`config.mk`:
```
export PLATFORM = sky130hd
export DESIGN_NAME = pc_stack
export DESIGN_NICKNAME = d
export VERILOG_FILES = /design/src/rtl/sap_pkg.sv /design/src/rtl/pc_ret_stack.sv /design/src/rtl/pc_stack.sv
export SDC_FILE = /design/constraint.sdc
export NUM_CORES = 1
export LEC_CHECK = 0
export BUFFER_PORTS_ARGS = -buffer_cell sky130_fd_sc_hd__buf_2
export CORE_MARGIN = 5
export CORE_UTILIZATION = 45
export CTS_CLUSTER_SIZE = 14
export DETAILED_ROUTE_END_ITERATION = 12
export PLACE_DENSITY = 0.66
export SKIP_LAST_GASP = 1
export SLEW_MARGIN = 5
export SYNTH_ARGS = -nofsm -noshare
export SYNTH_HDL_FRONTEND = slang
export SYNTH_SLANG_ARGS = --single-unit
```
`constraint.sdc`:
```
create_clock -name clk -period 6.4 [get_ports clk]
set_input_delay 0.96 -clock clk [delete_from_list [all_inputs] [get_ports clk]]
set_output_delay 0.96 -clock clk [all_outputs]
set_load 0.01 [all_outputs]
```
`src/rtl/sap_pkg.sv`:
```
// Shared definitions for the SAP-2/SAP-3 program counter and its sequencer.
// The command encoding is common to both so the sequencer can issue it directly.
package sap_pkg;

  localparam int SAP_ADDR_W = 16;

  typedef enum logic [2:0] {
    PC_NOP  = 3'd0,
    PC_INC  = 3'd1,
    PC_LD   = 3'd2,
    PC_CALL = 3'd3,
    PC_RET  = 3'd4
  } pc_cmd_e;

  // Only the strongest asserted command acts: ret > call > ld > inc.
  function automatic pc_cmd_e pc_decode(input logic ret, input logic call,
                                        input logic ld, input logic inc);
    pc_cmd_e cmd;
    cmd = PC_NOP;
    if (ret)       cmd = PC_RET;
    else if (call) cmd = PC_CALL;
    else if (ld)   cmd = PC_LD;
    else if (inc)  cmd = PC_INC;
    return cmd;
  endfunction

endpackage

```
`src/rtl/pc_ret_stack.sv`:
```
// Return-address LIFO built on a register array with a combinational top-of-stack read.
// Push-when-full and pop-when-empty are ignored here; the caller raises the error flags.
module pc_ret_stack #(
  parameter int ADDR_W      = 16,
  parameter int STACK_DEPTH = 4
) (
  input  logic                         clk,
  input  logic                         rst,
  input  logic                         push,
  input  logic                         pop,
  input  logic [ADDR_W-1:0]            din,
  output logic [ADDR_W-1:0]            dout,
  output logic [$clog2(STACK_DEPTH):0] sp,
  output logic                         full,
  output logic                         empty
);

  localparam int IDX_W = $clog2(STACK_DEPTH);
  localparam int SP_W  = IDX_W + 1;

  logic [ADDR_W-1:0] mem_q [STACK_DEPTH];
  logic [SP_W-1:0]   sp_q, sp_d, top_idx;
  logic              do_push, do_pop;

  assign full    = (sp_q == SP_W'(STACK_DEPTH));
  assign empty   = (sp_q == '0);
  assign top_idx = sp_q - SP_W'(1);
  assign dout    = mem_q[top_idx[IDX_W-1:0]];
  assign sp      = sp_q;

  assign do_pop  = pop && !empty;
  assign do_push = push && !pop && !full;

  always_comb begin
    sp_d = sp_q;
    if (do_pop)       sp_d = sp_q - SP_W'(1);
    else if (do_push) sp_d = sp_q + SP_W'(1);
  end

  always_ff @(posedge clk or posedge rst) begin
    if (rst) sp_q <= '0;
    else     sp_q <= sp_d;
  end

  // Entries are deliberately left untouched by reset; only sp defines validity.
  always_ff @(posedge clk) begin
    if (do_push && !rst) mem_q[sp_q[IDX_W-1:0]] <= din;
  end

endmodule

```
`src/rtl/pc_stack.sv`:
```
// Program counter with jump load, CALL/RET return stack and sticky stack error flags.
// bus_out is a zero-gated copy of the PC so several sources can be OR-ed onto the address path.
module pc_stack
  import sap_pkg::*;
#(
  parameter int              ADDR_W      = SAP_ADDR_W,
  parameter int              STACK_DEPTH = 4,
  parameter logic [ADDR_W-1:0] RST_ADDR  = '0
) (
  input  logic                         clk,
  input  logic                         rst,
  input  logic                         inc,
  input  logic                         ld,
  input  logic                         call,
  input  logic                         ret,
  input  logic [ADDR_W-1:0]            ld_addr,
  input  logic                         oe,
  input  logic                         clr_err,
  output logic [ADDR_W-1:0]            out,
  output logic [ADDR_W-1:0]            bus_out,
  output logic [$clog2(STACK_DEPTH):0] sp,
  output logic                         stack_empty,
  output logic                         stack_full,
  output logic                         ovf,
  output logic                         unf
);

  pc_cmd_e           cmd;
  logic [ADDR_W-1:0] pc_q, pc_d, ret_addr;
  logic              ovf_q, ovf_d, unf_q, unf_d;

  assign cmd = pc_decode(ret, call, ld, inc);

  pc_ret_stack #(
    .ADDR_W     (ADDR_W),
    .STACK_DEPTH(STACK_DEPTH)
  ) u_stack (
    .clk  (clk),
    .rst  (rst),
    .push (cmd == PC_CALL),
    .pop  (cmd == PC_RET),
    .din  (pc_q),
    .dout (ret_addr),
    .sp   (sp),
    .full (stack_full),
    .empty(stack_empty)
  );

  always_comb begin
    pc_d  = pc_q;
    ovf_d = clr_err ? 1'b0 : ovf_q;
    unf_d = clr_err ? 1'b0 : unf_q;
    unique case (cmd)
      PC_INC: pc_d = pc_q + ADDR_W'(1);
      PC_LD:  pc_d = ld_addr;
      PC_CALL: begin
        if (stack_full) ovf_d = 1'b1;
        else            pc_d  = ld_addr;
      end
      PC_RET: begin
        if (stack_empty) unf_d = 1'b1;
        else             pc_d  = ret_addr;
      end
      default: ;
    endcase
  end

  always_ff @(posedge clk or posedge rst) begin
    if (rst) begin
      pc_q  <= RST_ADDR;
      ovf_q <= 1'b0;
      unf_q <= 1'b0;
    end else begin
      pc_q  <= pc_d;
      ovf_q <= ovf_d;
      unf_q <= unf_d;
    end
  end

  assign out     = pc_q;
  assign bus_out = oe ? pc_q : '0;
  assign ovf     = ovf_q;
  assign unf     = unf_q;

endmodule

```
==> run_summary.xml <==
<?xml version="1.0" encoding="UTF-8"?>
<metrics>
  <group name="outcome">
    <metric name="result_of_the_run" unit="">complete, no violations</metric>
  </group>
  <group name="synthesis">
    <metric name="post_synth_cell_types" unit="">38</metric>
    <metric name="synth-async-reset-ratio" unit="%">24.7</metric>
    <metric name="yosysTopAreaCell" unit="">sky130_fd_sc_hd__edfxtp_1</metric>
    <metric name="adder_cell_share_of_the_synthesized_area" unit="%">1.91</metric>
    <metric name="yosys-mux-area-fraction" unit="%">9.67</metric>
    <metric name="synthesis.area" unit="um2">3930</metric>
    <metric name="synth_top_family_by_area" unit="">simple AND/OR/NAND/NOR gates</metric>
    <metric name="yosys.area_share.simple" unit="%">12.7</metric>
    <metric name="postSynthNetCount" unit="">333</metric>
    <metric name="netlist.area_leader.share" unit="%">48.9</metric>
    <metric name="netlist_top_cells_area" unit="">sky130_fd_sc_hd__edfxtp_1 (49%), sky130_fd_sc_hd__dfrtp_1 (13%), sky130_fd_sc_hd__mux4_2 (9.2%)</metric>
    <metric name="syn_avg_cell_area" unit="um2">13.0</metric>
    <metric name="synth_compound_area_share" unit="%">10.5</metric>
    <metric name="synth_xor_xnor_area_share" unit="%">0.445</metric>
    <metric name="yosysSeqAreaShare" unit="%">62.2</metric>
    <metric name="synth_edf_count" unit="">64</metric>
    <metric name="dominantRegCellSynth" unit="">sky130_fd_sc_hd__edfxtp_1</metric>
    <metric name="syn_inst" unit="">303</metric>
    <metric name="synth.yosys.warnings" unit="">0</metric>
    <metric name="post_synthesis_register_bit_count" unit="">85</metric>
  </group>
  <group name="cts">
    <metric name="post-cts-setup-buffers" unit="">0</metric>
    <metric name="cts_tree" unit="">built</metric>
    <metric name="worst_skew_pair.late_latency" unit="ps">340</metric>
    <metric name="root_buffer" unit="">sky130_fd_sc_hd__clkbuf_8</metric>
    <metric name="cts_buffers" unit="">9</metric>
    <metric name="cts_hold_buffers" unit="">0</metric>
    <metric name="clock_tree.htree_level_count" unit="">3</metric>
    <metric name="cts_num_sinks" unit="">85</metric>
    <metric name="cts_repair_resize_count" unit="">0</metric>
    <metric name="worst_setup_hold_path_clk_slew" unit="ps">90</metric>
    <metric name="ctsLongestPathBuffers" unit="">2</metric>
  </group>
  <group name="power">
    <metric name="power.density" unit="nW/um2">421</metric>
    <metric name="power.total" unit="mW">1.90</metric>
    <metric name="power.leakage" unit="nW">1.71</metric>
    <metric name="vdd_ir_drop_max" unit="mV">0.202</metric>
  </group>
  <group name="floorplanning">
    <metric name="fp.dieArea" unit="um2">10700</metric>
    <metric name="initial_utilization" unit="%">45.5</metric>
    <metric name="die_h" unit="um">103</metric>
    <metric name="die_width" unit="um">103</metric>
    <metric name="fp-row-count" unit="">34</metric>
    <metric name="ioPinCount" unit="">63</metric>
    <metric name="design.core.area" unit="um2">8640</metric>
  </group>
  <group name="sta">
    <metric name="achievable-frequency" unit="MHz">346</metric>
    <metric name="final-hold-violation-count" unit="">0</metric>
    <metric name="timing.final.setup_violations" unit="">0</metric>
    <metric name="setup_total_negative_slack" unit="ps">0</metric>
    <metric name="fin_worst_skew" unit="ps">8.92</metric>
    <metric name="period_minus_slack" unit="ps">2890</metric>
    <metric name="timing_worst_slew_pin_value" unit="ps">1070</metric>
    <metric name="timing.final.crit_share" unit="%">45.1</metric>
    <metric name="slew_violations" unit="">0</metric>
    <metric name="rsz0062_at_grt" unit="">false</metric>
    <metric name="relSlewSlack" unit="%">28.8</metric>
  </group>
  <group name="drt">
    <metric name="route.final.wire_length" unit="mm">8.57</metric>
    <metric name="drtPass1Iterations" unit="">4</metric>
    <metric name="remaining_drc_errors" unit="">0</metric>
    <metric name="drt_iter0_drc" unit="">184</metric>
    <metric name="antenna_violating_nets_post_route" unit="">0</metric>
    <metric name="route.vias.total" unit="">2605</metric>
    <metric name="viasPerCell" unit="">5.52</metric>
    <metric name="routedWlPerCell" unit="um">18.2</metric>
  </group>
  <group name="global_route">
    <metric name="gr-total-overflow" unit="">0</metric>
    <metric name="global_route_wire_length_before_repair" unit="mm">13.6</metric>
    <metric name="number_of_antenna_violations_at_the_first_check_in_global_routing" unit="">0</metric>
    <metric name="grt_util_all_layers" unit="%">17.3</metric>
    <metric name="grt_max_degree" unit="">44</metric>
    <metric name="vias_in_the_first_global_route" unit="">2508</metric>
  </group>
  <group name="worst_setup_path">
    <metric name="worst_r2r_path_depth" unit="">6</metric>
    <metric name="crit_chain" unit="">buf_2 &gt; or3_1 &gt; or4_4 &gt; nor3b_1 &gt; a211oi_1 &gt; o21ai_1</metric>
    <metric name="critical_path.max_stage_delay" unit="ps">730</metric>
    <metric name="r2r_slack" unit="ps">3740</metric>
    <metric name="rr_startpoint" unit="">u_stack.sp[1]$_DFFE_PP0P_</metric>
    <metric name="crit_fanout" unit="">43</metric>
    <metric name="cp-start-kind" unit="">input port</metric>
    <metric name="worst_ep_arrival_time" unit="ps">3160</metric>
    <metric name="critical_path_required" unit="ps">6670</metric>
    <metric name="r2r-end" unit="">u_stack.mem_q[1][15]$_DFFE_PP_</metric>
    <metric name="endpoint_kind" unit="">flop</metric>
    <metric name="cpMaxStageDelayCell" unit="">sky130_fd_sc_hd__or3_1</metric>
    <metric name="critPathKind" unit="">input port to flop</metric>
  </group>
  <group name="hold_path">
    <metric name="min_path_type" unit="">flop to flop</metric>
    <metric name="hold-path-endpoint" unit="">ovf$_DFF_PP0_</metric>
    <metric name="hold_start" unit="">ovf$_DFF_PP0_</metric>
    <metric name="timing.hold.worst_path_depth" unit="">2</metric>
  </group>
  <group name="placement">
    <metric name="place_congestion" unit="">0.839</metric>
    <metric name="port_buffers" unit="">62</metric>
    <metric name="dp_hpwl" unit="mm">5.51</metric>
  </group>
  <group name="job">
    <metric name="drv.max_cap_violation_count" unit="">0</metric>
  </group>
  <group name="layout">
    <metric name="area_delta_synth_final" unit="%">14.4</metric>
    <metric name="antennaDiodeCount" unit="">0</metric>
    <metric name="finalNetCount" unit="">389</metric>
    <metric name="final.fill_count" unit="">770</metric>
    <metric name="drive_gt1_share" unit="%">26.9</metric>
  </group>
</metrics>
how the worst max path moves through the flow:
stage / slack (ps) / endpoint / depth (start not counted) / start
final: 3510 / out[12]$_DFFE_PP0P_ / 6 / ret
after detailed placement: 3190 / out[12]$_DFFE_PP0P_ / 6 / ret
after CTS: 3560 / out[12]$_DFFE_PP0P_ / 6 / ret
after global routing: 3430 / out[12]$_DFFE_PP0P_ / 6 / ret
after global placement: 3280 / out[10]$_DFFE_PP0P_ / 6 / ret
after floorplan: 3510 / u_stack.mem_q[0][0]$_DFFE_PP_ / 8 / u_stack.sp[0]$_DFFE_PP0P_
cell usage in the layout, fill, tap and decap left out, drive strengths merged, types with 3 or more instances in the layout:
cell and instances:
o21ai 36, and3 4, buf 63, nand2 26, edfxtp 64, o31ai 3
a21oi 15, a211oi 3, mux4 16, nand3 4, a31oi 4, ha 6
nor3 7, nor3b 3, dfrtp 21, inv 5, nor2b 6, clkbuf 10
a221oi 3, nor2 20, a41oi 3, and2 21, clkinv 4
synthesized netlist by cell type, types with 5 or more instances:
library cell / n
sky130_fd_sc_hd__a21oi_1: 15
sky130_fd_sc_hd__clkbuf_1: 11
sky130_fd_sc_hd__inv_1: 5
sky130_fd_sc_hd__nor2b_1: 6
sky130_fd_sc_hd__and2_1: 21
sky130_fd_sc_hd__edfxtp_1: 64
sky130_fd_sc_hd__nor3_1: 7
sky130_fd_sc_hd__mux4_2: 16
sky130_fd_sc_hd__nand2_1: 26
sky130_fd_sc_hd__nor2_1: 20
sky130_fd_sc_hd__o21ai_0: 32
sky130_fd_sc_hd__dfrtp_1: 21
sky130_fd_sc_hd__ha_1: 6
layout make-up:
cell class	count	area [um2]	share of cell area, %
Sequential cell	85	2450	54.4
Tap cell	108	135	3.00
Timing Repair Buffer	63	318	7.06
Inverter	5	18.8	0.417
Multi-Input combinational cell	195	1400	31.2
Clock buffer	10	138	3.06
Clock inverter	6	38.8	0.862
cells by family after synthesis:
| family | after synthesis |
|---|---|
| mux | 18 |
| xor+xnor | 2 |
| flops | 85 |
| simple gates | 98 |
| buf+inv | 23 |
| compound gates | 71 |
| fa+ha+maj | 6 |
state kept, by name (all words and copies together) (netlist names):
| signal | cells |
|---|---|
| u_stack.sp | 3 |
| ovf | 1 |
| unf | 1 |
| out | 16 |
| u_stack.mem_q | 64 |
stage by stage:
stage               cells  hold slack, ps  instance area, um2  worst slack (ps)  util (%)
floorplan             303             549                3930              3510         -
detailed placement    456             521                4320              3190      50.1
global placement      456             509                4320              3280      50.1
CTS                   472             533                4500              3560      52.1
global route          472             573                4500              3430      52.1
finish                472             525                4500              3510      52.1
report_power, final:
part | internal [mW] | switching (mW) | leakage (nW)
sequential | 0.745 | 0.157 | 0.836
clock | 0.150 | 0.188 | 0.0880
combinational | 0.310 | 0.346 | 0.784
routing by layer:
metal  vias to the layer above  part of all wire [%]  track usage (%)
li1                       1255                     -                -
met1                      1284                    46             24.4
met2                        57                    48             26.7
met3                         9                   4.6             3.76
met4                         0                   1.5             6.08
met5                         -                     0                0
critical path, delay by kind of cell:
kind / cells / cell delay (ps)
AND/OR/NAND/NOR: 3 / 1610
buffers and inverters: 1 / 340
AO/OA/AOI/OAI: 2 / 230
No activity file was read; power rests on OpenSTA's default activity.
